===== src/rtl/dma_cmd_seq.sv =====
// -----------------------------------------------------------------------------
// dma_cmd_seq
//
// Command-side initiator for the tiny DMA core. Descriptors from the host
// are buffered in a small FIFO. Each one is issued to the core as a single
// cycle start command on cfg_out. The sequencer then waits for dma_done,
// with a timeout. On completion it captures the last transferred word and
// counts the command.
//
// Parameters
//   DEPTH    descriptor FIFO depth (power of 2, 2..8)
//   TIMEOUT  cycles allowed in WAIT before a timeout is declared (8..15)
//
// Ports
//   clk         clock
//   rst         asynchronous reset, active-low
//   desc_in     descriptor {src[2:0], dst[2:0], burst}
//   desc_valid  host presents a descriptor
//   desc_ready  a push is accepted this cycle (desc_valid & desc_ready)
//   cfg_out     to DMA cfg_in: {start, desc}, start high for one cycle only
//   dma_data    from DMA data_out
//   dma_done    from DMA done pulse
//   busy        FIFO non-empty or sequencer not idle
//   last_data   dma_data captured on the accepted dma_done
//   cmd_count   completed commands, wraps 15 -> 0
//   err         sticky timeout flag
//   err_clr     synchronous clear of err (a coincident timeout wins)
//   chksum      XOR of retired last_data values
//
// Optional feature
//   DMA_SEQ_CHKSUM_EN  when defined, chksum accumulates last_data on every
//                      retire. When undefined, chksum is tied to zero and
//                      no accumulator exists.
// -----------------------------------------------------------------------------
module dma_cmd_seq #(
  parameter int DEPTH   = 4,
  parameter int TIMEOUT = 15
) (
  input  logic       clk,
  input  logic       rst,
  input  logic [6:0] desc_in,
  input  logic       desc_valid,
  output logic       desc_ready,
  output logic [7:0] cfg_out,
  input  logic [6:0] dma_data,
  input  logic       dma_done,
  output logic       busy,
  output logic [6:0] last_data,
  output logic [3:0] cmd_count,
  output logic       err,
  input  logic       err_clr,
  output logic [6:0] chksum
);

  localparam int             AW       = $clog2(DEPTH);
  localparam logic [AW:0]    PTR_ONE  = (AW+1)'(1);
  localparam logic [3:0]     TMO_LAST = 4'(TIMEOUT - 1);

  typedef enum logic [1:0] {
    IDLE   = 2'd0,
    ISSUE  = 2'd1,
    WAIT   = 2'd2,
    RETIRE = 2'd3
  } state_t;

  state_t      state_reg;
  logic [7:0]  cfg_reg;
  logic [3:0]  timer_reg;
  logic [6:0]  last_data_reg;
  logic [3:0]  cmd_count_reg;
  logic        err_reg;

  // ---------------------------------------------------------------------------
  // Descriptor FIFO. The pointers carry one extra wrap bit, so that full and
  // empty can be told apart.
  // ---------------------------------------------------------------------------
  logic [6:0]  fifo_mem [DEPTH];
  logic [AW:0] wr_ptr_reg;
  logic [AW:0] rd_ptr_reg;
  logic        fifo_empty;
  logic        fifo_full;
  logic        push;
  logic        pop;
  logic        timeout_hit;

  assign fifo_empty = (wr_ptr_reg == rd_ptr_reg);
  assign fifo_full  = (wr_ptr_reg[AW] != rd_ptr_reg[AW]) &&
                      (wr_ptr_reg[AW-1:0] == rd_ptr_reg[AW-1:0]);

  // The head is released in RETIRE. A full FIFO can therefore take a new
  // entry in that same cycle, and occupancy stays at DEPTH. RETIRE is a
  // registered state, so desc_ready has no path from dma_done.
  assign desc_ready = !fifo_full || (state_reg == RETIRE);
  assign push       = desc_valid && desc_ready;

  // Timeout fires only when done is absent, because done has priority.
  assign timeout_hit = (state_reg == WAIT) && !dma_done && (timer_reg == TMO_LAST);
  assign pop         = (state_reg == RETIRE) || timeout_hit;

  always_ff @(posedge clk) begin
    if (push) begin
      fifo_mem[wr_ptr_reg[AW-1:0]] <= desc_in;
    end
  end

  always_ff @(posedge clk or negedge rst) begin
    if (!rst) begin
      wr_ptr_reg <= '0;
      rd_ptr_reg <= '0;
    end else begin
      if (push) begin
        wr_ptr_reg <= wr_ptr_reg + PTR_ONE;
      end
      if (pop) begin
        rd_ptr_reg <= rd_ptr_reg + PTR_ONE;
      end
    end
  end

  // ---------------------------------------------------------------------------
  // Command FSM. cfg_out is loaded on the IDLE->ISSUE transition, so start is
  // visible for exactly the ISSUE cycle. Every other state drives 0x00.
  // ---------------------------------------------------------------------------
  always_ff @(posedge clk or negedge rst) begin
    if (!rst) begin
      state_reg     <= IDLE;
      cfg_reg       <= 8'h00;
      timer_reg     <= 4'd0;
      last_data_reg <= 7'd0;
      cmd_count_reg <= 4'd0;
      err_reg       <= 1'b0;
    end else begin
      cfg_reg <= 8'h00;

      // Clear first, so that a timeout set later in this block wins.
      if (err_clr) begin
        err_reg <= 1'b0;
      end

      case (state_reg)
        IDLE: begin
          if (!fifo_empty) begin
            cfg_reg   <= {1'b1, fifo_mem[rd_ptr_reg[AW-1:0]]};
            state_reg <= ISSUE;
          end
        end

        ISSUE: begin
          timer_reg <= 4'd0;
          state_reg <= WAIT;
        end

        WAIT: begin
          timer_reg <= timer_reg + 4'd1;
          if (dma_done) begin
            last_data_reg <= dma_data;
            state_reg     <= RETIRE;
          end else if (timer_reg == TMO_LAST) begin
            // The head is dropped by the FIFO pop. Count and data are kept.
            err_reg   <= 1'b1;
            state_reg <= IDLE;
          end
        end

        RETIRE: begin
          cmd_count_reg <= cmd_count_reg + 4'd1;
          state_reg     <= IDLE;
        end

        default: begin
          state_reg <= IDLE;
        end
      endcase
    end
  end

  assign cfg_out   = cfg_reg;
  assign last_data = last_data_reg;
  assign cmd_count = cmd_count_reg;
  assign err       = err_reg;
  assign busy      = (state_reg != IDLE) || !fifo_empty;

  // ---------------------------------------------------------------------------
  // Optional checksum of retired words. In RETIRE, last_data_reg already holds
  // the word captured on dma_done, so that word is the one folded in.
  // ---------------------------------------------------------------------------
`ifdef DMA_SEQ_CHKSUM_EN
  logic [6:0] chksum_reg;

  always_ff @(posedge clk or negedge rst) begin
    if (!rst) begin
      chksum_reg <= 7'd0;
    end else if (state_reg == RETIRE) begin
      chksum_reg <= chksum_reg ^ last_data_reg;
    end
  end

  assign chksum = chksum_reg;
`else
  assign chksum = 7'd0;
`endif

endmodule


===== config.mk =====
export PLATFORM = sky130hd
export DESIGN_NAME = dma_cmd_seq
export DESIGN_NICKNAME = d
export VERILOG_FILES = /design/src/rtl/dma_cmd_seq.sv
export SDC_FILE = /design/constraint.sdc
export NUM_CORES = 1
export LEC_CHECK = 0
export CAP_MARGIN = 20
export CORE_MARGIN = 2
export CORE_UTILIZATION = 45
export CTS_CLUSTER_DIAMETER = 150
export DETAILED_ROUTE_END_ITERATION = 10
export GPL_ROUTABILITY_DRIVEN = 0
export PLACE_DENSITY = 0.76
export RECOVER_POWER = 25
export REMOVE_ABC_BUFFERS = 1
export SYNTH_ARGS = -nofsm -noshare
export SYNTH_HDL_FRONTEND = slang
export SYNTH_SLANG_ARGS = --single-unit

===== constraint.sdc =====
create_clock -name clk -period 4.71 [get_ports clk]
set_input_delay 1.413 -clock clk [delete_from_list [all_inputs] [get_ports clk]]
set_output_delay 1.413 -clock clk [all_outputs]
set_load 0.01 [all_outputs]

Yosys cells after proc, flatten, opt, wreduce, memory -nomap -nowiden. Memories as Yosys holds them, arrays and structs flattened. Cells that the tools add are included. Widths: inputs -> output; s select.

Bits in registers: 32. Memory bits (writable): 28. Input port bits: 19. Output and inout port bits: 29. Memories: 1.

Add/subtract/negate cells: 4. Equality and inequality tests: 9. Mux-type cells: 13. Reductions and logical operators: 15.

Memory list: fifo_mem (words 4, width 7, rd ports 1, clocked after Yosys merged registers in 0, wr ports 1, line 77) `logic [6:0] fifo_mem [DEPTH];`.

Operator list (count): $mux 8 (2); $add 4x1->4 const B (2); $pmux 2 s4 (1); $pmux 4 s2 (1); $add 3x1->3 const B (2); $mux 1 (6); $mux 2 (3); $eq 2x2->1 const B (2); $eq 4x4->1 const B (1); $logic_and 1x1->1 (4); $reduce_and 2->1 (2); $reduce_bool 2->1 (2); $eq 3x3->1 (1); $logic_not 1->1 (3); $logic_or 1x1->1 (3); $ne 3x2->1 const B (1); $eq 2x1->1 const B (1); $eq 2x2->1 (1); $logic_not 2->1 (1); $ne 2x2->1 const B (1); $ne 1x1->1 (1).

Longest topological paths before layout. Gate-level depths: netlist of the first run.

Depth in word-level cells: 7. Depth in mapped cells: 7.

Worst setup path after synthesis of the first run. OpenSTA, ideal clock, no wires.

Path kind: register -> output. Start: reg state_reg[1]. End: out desc_ready. Data arrival time: 0.987 ns. Required time: 3.297 ns. Setup slack: 2.310 ns. Cell stages (with the launch flop): 5. Path buffers: 1. Cells stage by stage: dfrtp_1 > ha_1 > clkbuf_1 > inv_1 > nand4_1.

Word-level cells in the longest chain between the ends: 2.

Ends and longest elaborated chain: start, declared (line 66) `state_t state_reg;`; start signal, assigned (line 126) `state_reg <= IDLE;`; start signal, assigned (line 144) `state_reg <= ISSUE;`; start signal, assigned (line 150) `state_reg <= WAIT;`; $eq 2x2->1 (line 93) `assign desc_ready = !fifo_full || (state_reg == RETIRE);`; $logic_or 1x1->1 (line 93); end, declared (line 43) `output logic desc_ready,`.

Every way passes these cells.

Worst setup path in the final report of the first run.
Start: reg rd_ptr_reg[0]. End: out busy.

Word-level cells in the longest chain between the ends: 3.

Ends and longest elaborated chain: start, declared (line 79) `logic [AW:0] rd_ptr_reg;`; start signal, assigned (line 115) `rd_ptr_reg <= rd_ptr_reg + PTR_ONE;`; $eq 3x3->1 (line 86) `assign fifo_empty = (wr_ptr_reg == rd_ptr_reg);`; $logic_not 1->1 (line 181) `assign busy = (state_reg != IDLE) || !fifo_empty;`; $logic_or 1x1->1 (line 181); end, declared (line 47) `output logic busy,`.

Every way passes these cells.

==> results.cfg, run 1 <==
[logic_synthesis]
synth_area_leader_cell = edfxtp_1
synth_area_per_cell_sq_um = 15.1
ys_ff_latch = 60
synth_area_sq_um = 2640
yosys.area_share.simple_pct = 7.83
synth_top_cell_area_share_pct = 31.9
yosysSeqAreaShare_pct = 62.3
synthTopCellsByArea = edfxtp_1 (32%), dfrtp_1 (30%), ha_1 (5.2%), mux4_2 (4.3%), mux2_2 (3.8%)
synthCells = 175
synth-main-ff-cell = dfrtp_1
async_flop_share_pct = 53.3
synth_edf_count = 28
synth_compound_area_share_pct = 4.13
synth.distinct_cells = 36
muxShareOfSynthArea_pct = 10.1
synthXorXnorAreaFrac_pct = 5.37
synth_fa_ha_area_share_pct = 5.22
yosysWarnings = 0
synth_top_family_by_area = multiplexers

[placement]
postPlaceCellArea_sq_um = 3070
dp_cells = 282
hpwl_um = 2950
io_buffers = 40
place_ws_ns = 1.61

[routing]
vias = 1477
dr.pass1.iters = 4
wire_per_inst_um = 14.1
drc = 0
ant_nets = 0
drt_first_iter_violations = 88
wirelength_um = 4200
viasPerCell = 4.96

[floorplanning]
fp.coreArea_sq_um = 5570
start_util_pct = 47.3
ios = 48
die_h_um = 80.5
core.rowCount = 27
die_w_um = 80.5
dieArea_sq_um = 6480

[setup_path]
critPathBufInv = 1
cp.depth = 3
end_kind = primary output
cp_max_fo = 10
cp_slowest_cell = dfrtp_1
worst-setup-path-type = reg -> out
path_cells = xnor2_1, nand4_1, clkdlybuf4s50_1
worstPathRequired_ns = 3.30
rr_worst_depth = 3
cpPeakStageDelay_ns = 0.57
crit_family = flip-flops
critPathLaunchType = register
worst_ep_arrival_time_ns = 2.15

[final_layout]
final_core_util_pct = 58.2
drive_above_1_share_pct = 16.8
antenna_cells = 0
area_growth_pct = 23.2
design_area_sq_um = 3250
layoutNonFillerInstCount = 298
nNetsFinal = 251
largest_reg_flops = 28

[grt]
grt_pass1_vias = 1482
grt_pass1_wl_um = 6930
grt_max_degree = 33
grt_overflow_total = 0
grt_antenna_before_repair = 0
track_usage_pct = 15.1

[clocking]
postCtsHoldBufs = 0
root_buffer = clkbuf_8
cts_buffers = 9
cts_resized = 0
cts_setup_buffers = 0
cts_tree = built
insertion_delay_ns = 0.33
clock_path_buffers = 2
cts_sinks = 60
htree_levels = 3
clk_pin_slew_ns = 0.06

[sta]
fmax_ghz = 0.280
tns_ns = 0
fin_skew_ns = 0.00761
hold_viol = 0
period_minus_slack_ns = 3.57
rsz0062_at_grt = false
tightest_slew_ns = 0.534
finalSetupViolCount = 0
timing.final.crit_share_pct = 75.7
hold-worst-slack_ns = 0.478
slew_violations = 0
max-slew-margin-rel_pct = 64.4
fin_ws_ns = 1.14

[min_path]
hp-class = reg -> reg
whs_path_depth = 1

[power_and_ir_drop]
total_power_mw = 2.04
p_per_area_nw_per_um2 = 628
leakagePower_nw = 1.31
vdd_drop_max_mv = 0.232

[run_status]
status = complete, no violations

[job]
maxCapViolCount = 0
where the power goes:
part	internal [mW]	leakage, nW	switching, mW
combinational	0.405	0.554	0.339
sequential	0.723	0.658	0.132
clock	0.244	0.0962	0.196
worst reg2reg max path: stages, from the launching register on:
cell and delay [ns]:
dfrtp_1 0.68, xnor2_1 0.28, a41oi_4 0.35, and2_2 0.32
final timing paths:
check                                     startpoint                        end  slack [ns]
min in group asynchronous                        rst       cfg_out[2]$_DFF_PN0_        1.47
min                         cmd_count[3]$_DFFE_PN0P_   cmd_count[3]$_DFFE_PN0P_        0.48
max in group asynchronous                        rst  wr_ptr_reg[0]$_DFFE_PN0P_        2.95
max reg2reg                rd_ptr_reg[0]$_DFFE_PN0P_   fifo_mem[1][4]$_DFFE_PP_        2.78
max                        rd_ptr_reg[0]$_DFFE_PN0P_                       busy        1.14
min reg2reg                 cmd_count[3]$_DFFE_PN0P_   cmd_count[3]$_DFFE_PN0P_        0.48
final cells by class:
| cell class | count | area [sq um] |
|---|---|---|
| Clock buffer | 10 | 128 |
| Clock inverter | 6 | 65.1 |
| Fill cell | 446 | 2330 |
| Inverter | 12 | 45.0 |
| Multi-Input combinational cell | 97 | 868 |
| Sequential cell | 60 | 1640 |
| Tap cell | 72 | 90.1 |
| Timing Repair Buffer | 41 | 408 |
layer usage:
metal,GRT usage [%],wire length (um),up-vias
li1,-,-,702
met1,18.1,1760,716
met2,23.6,2100,49
met3,4.72,231,10
met4,9.32,116,0
met5,0,0,-
cell families after synthesis:
logic type                 Yosys count
adders and majority gates           11
AOI/OAI and AO/OA                   15
other                                1
muxes                               16
DFF                                 60
and+or+nand+nor                     37
buffers and inverters               24
xor gates and xnor gates            11
cells in the mapped netlist, types with 3 or more instances:
master and n:
dfrtp_1 32, buf_4 8, inv_1 12, and3_1 7, xnor2_1 6, edfxtp_1 28, nor2_1 6, nand2_1 5
and2_2 3, mux4_2 5, o21ai_0 9, mux2_2 9, ha_1 11, nand4_1 3, nand3_1 5
cell usage in the layout, fill, tap and decap left out, types with 2 or more instances in the layout:
cell type        Yosys  final
and3_1               7      7
nand3_1              5      5
conb_1               1      7
nand3b_1             2      2
xnor2_1              6      7
xor2_1               2      2
inv_1               12     12
mux4_1               2      2
mux2_2               9      9
clkinv_4             0      2
dlygate4sd3_1        0      5
clkinv_2             0      2
nor2_1               6      6
dfrtp_1             32     32
ha_1                11     11
mux4_2               5      5
clkbuf_8             0      9
o21ai_0              9      9
nand4_1              3      3
nand2_1              5      5
clkdlybuf4s50_1      0     35
and2_2               3      3
edfxtp_1            28     28
Power figures use the tool's default switching activity.
==> run 2: changes to the inputs <==
--- a/config.mk
+++ b/config.mk
@@ -11,7 +11,7 @@
 export CTS_CLUSTER_DIAMETER = 150
 export DETAILED_ROUTE_END_ITERATION = 10
 export GPL_ROUTABILITY_DRIVEN = 0
-export PLACE_DENSITY = 0.76
+export PLACE_DENSITY = 0.79
 export RECOVER_POWER = 25
 export REMOVE_ABC_BUFFERS = 1
 export SYNTH_ARGS = -nofsm -noshare
==> constraint.sdc (replaced) <==
create_clock -name clk -period 3.28 [get_ports clk]
set_input_delay 0.984 -clock clk [delete_from_list [all_inputs] [get_ports clk]]
set_output_delay 0.984 -clock clk [all_outputs]
set_load 0.01 [all_outputs]
==> run 2 against run 1 <==
- the flow now finishes with violations (max-capacitance violations, max-slew violations)
- design area barely moved
- register-to-register slack lost 1.3 ns
- via count down 1.4%
- critical endpoint unchanged
- largest cell class unchanged
==> results.cfg, run 2 (synthesis gave the netlist of run 1 again) <==
[run_status]
status = complete, but fails checks
violations = max-capacitance violations, max-slew violations

[clocking]
insertion_delay_ns = 0.33
cts_setup_buffers = 0
cts_sinks = 60
cts_buffers = 9
clk_pin_slew_ns = 0.07
root_buffer = clkbuf_8
cts_resized = 0
htree_levels = 3
clock_path_buffers = 2
cts_tree = built
postCtsHoldBufs = 0

[power_and_ir_drop]
p_per_area_nw_per_um2 = 892
leakagePower_nw = 1.30
vdd_drop_max_mv = 0.365

[sta]
tightest_slew_ns = 1.64
timing.final.crit_share_pct = 90.3
fmax_ghz = 0.338
period_minus_slack_ns = 2.96
slew_violations = 33
tns_ns = 0
rsz0062_at_grt = false
max-slew-margin-rel_pct = -9.49
fin_skew_ns = 0.0102
finalSetupViolCount = 0
hold_viol = 0

[floorplanning]
die_h_um = 80.5
fp.coreArea_sq_um = 5570
dieArea_sq_um = 6480
core.rowCount = 27
ios = 48
die_w_um = 80.5
start_util_pct = 47.3

[placement]
dp_cells = 283
io_buffers = 40
hpwl_um = 2990

[setup_path]
crit_family = buffers and inverters
crit_start = state_reg[1]$_DFFE_PN0P_
worstPathRequired_ns = 2.30
cp_max_fo = 12
reg2reg_setup_slack_ns = 1.52
cpPeakStageDelay_ns = 0.53
worst_ep_arrival_time_ns = 1.98
endpoint = busy
cp_slowest_cell = clkdlybuf4s50_1
rr_endpoint = fifo_mem[0][5]$_DFFE_PP_
worst-setup-path-type = reg -> out
rr_worst_depth = 3
end_kind = primary output
critPathLaunchType = register
cp.depth = 4
path_cells = inv_1, ha_1, nand4_1, clkdlybuf4s50_1
critPathBufInv = 2
r2r-start = rd_ptr_reg[1]$_DFFE_PN0P_

[final_layout]
largest_reg_flops = 28
layoutNonFillerInstCount = 299
antenna_cells = 0
nNetsFinal = 252
layout_commonest_cell = clkdlybuf4s50_1
area_growth_pct = 23.1
drive_above_1_share_pct = 16.7
nFillCells = 431
layout_common_cells = clkdlybuf4s50_1 (33), dfrtp_1 (32), edfxtp_1 (28)

[routing]
wire_per_inst_um = 13.9
drc = 0
ant_nets = 0
wirelength_um = 4150
viasPerCell = 4.87
vias = 1457
drt_first_iter_violations = 104
dr.pass1.iters = 4

[grt]
grt_max_degree = 33
grt_antenna_before_repair = 0
grt_overflow_total = 0
track_usage_pct = 14.8
grt_pass1_vias = 1547
grt_pass1_wl_um = 6990

[job]
maxCapViolCount = 1

[min_path]
hp-class = reg -> reg
hold_start = cmd_count[3]$_DFFE_PN0P_
run 2: routing by layer:
layer / GRT usage [%] / vias to the layer above / wire (um)
met1: 17.1 / 704 / 1770
met4: 8.64 / 0 / 83
li1: - / 704 / -
met5: 0 / - / 0
met2: 24.8 / 41 / 2090
met3: 3.82 / 8 / 207
run 2: report_power, final:
| group | switching, mW | leakage (nW) | internal, mW |
|---|---|---|---|
| clock network | 0.283 | 0.0799 | 0.272 |
| registers | 0.178 | 0.658 | 1.04 |
| logic | 0.514 | 0.563 | 0.609 |
| total | 0.975 | 1.30 | 1.92 |
run 2: worst min-delay path by stage:
stage                                            to  slack, ns  cells past startpoint
after floorplan           rd_ptr_reg[2]$_DFFE_PN0P_       0.50                      1
after global placement     cmd_count[3]$_DFFE_PN0P_       0.46                      1
after detailed placement   cmd_count[3]$_DFFE_PN0P_       0.47                      1
after CTS                  cmd_count[3]$_DFFE_PN0P_       0.48                      1
after global routing       cmd_count[3]$_DFFE_PN0P_       0.49                      1
final                      cmd_count[3]$_DFFE_PN0P_       0.47                      1
run 2: final cells by class:
| cell class | count | area, sq um | share of cell area (%) |
|---|---|---|---|
| sequential | 60 | 1640 | 50.6 |
| inverter | 12 | 45.0 | 1.39 |
| clock inverter | 6 | 41.3 | 1.27 |
| clock buffer | 10 | 128 | 3.93 |
| multi-input combinational | 97 | 887 | 27.3 |
| timing repair buffer | 42 | 412 | 12.7 |
| tap | 72 | 90.1 | 2.78 |
run 2: metrics by stage:
| step | hold slack, ns | setup WS, ns | total power [mW] | area [sq um] | util (%) |
|---|---|---|---|---|---|
| 6_report | 0.473 | 0.318 | 2.89 | 3240 | 58.2 |
| 5_1_grt | 0.493 | 0.180 | 3.10 | 3240 | 58.2 |
| 4_1_cts | 0.478 | 0.294 | 2.93 | 3250 | 58.3 |
| 3_5_place_dp | 0.470 | 0.670 | 2.37 | 3080 | 55.2 |
| 3_3_place_gp | 0.460 | 0.733 | 2.33 | 3080 | 55.2 |
| 2_1_floorplan | 0.502 | 1.23 | 1.94 | 2570 | - |
run 2: worst reg2reg max path: cells and delay by family (launching register included):
family	cells	cell delay (ns)
flip-flops	1	0.67
AO/OA/AOI/OAI	1	0.28
AND/OR/NAND/NOR	1	0.33
XOR/XNOR	1	0.17
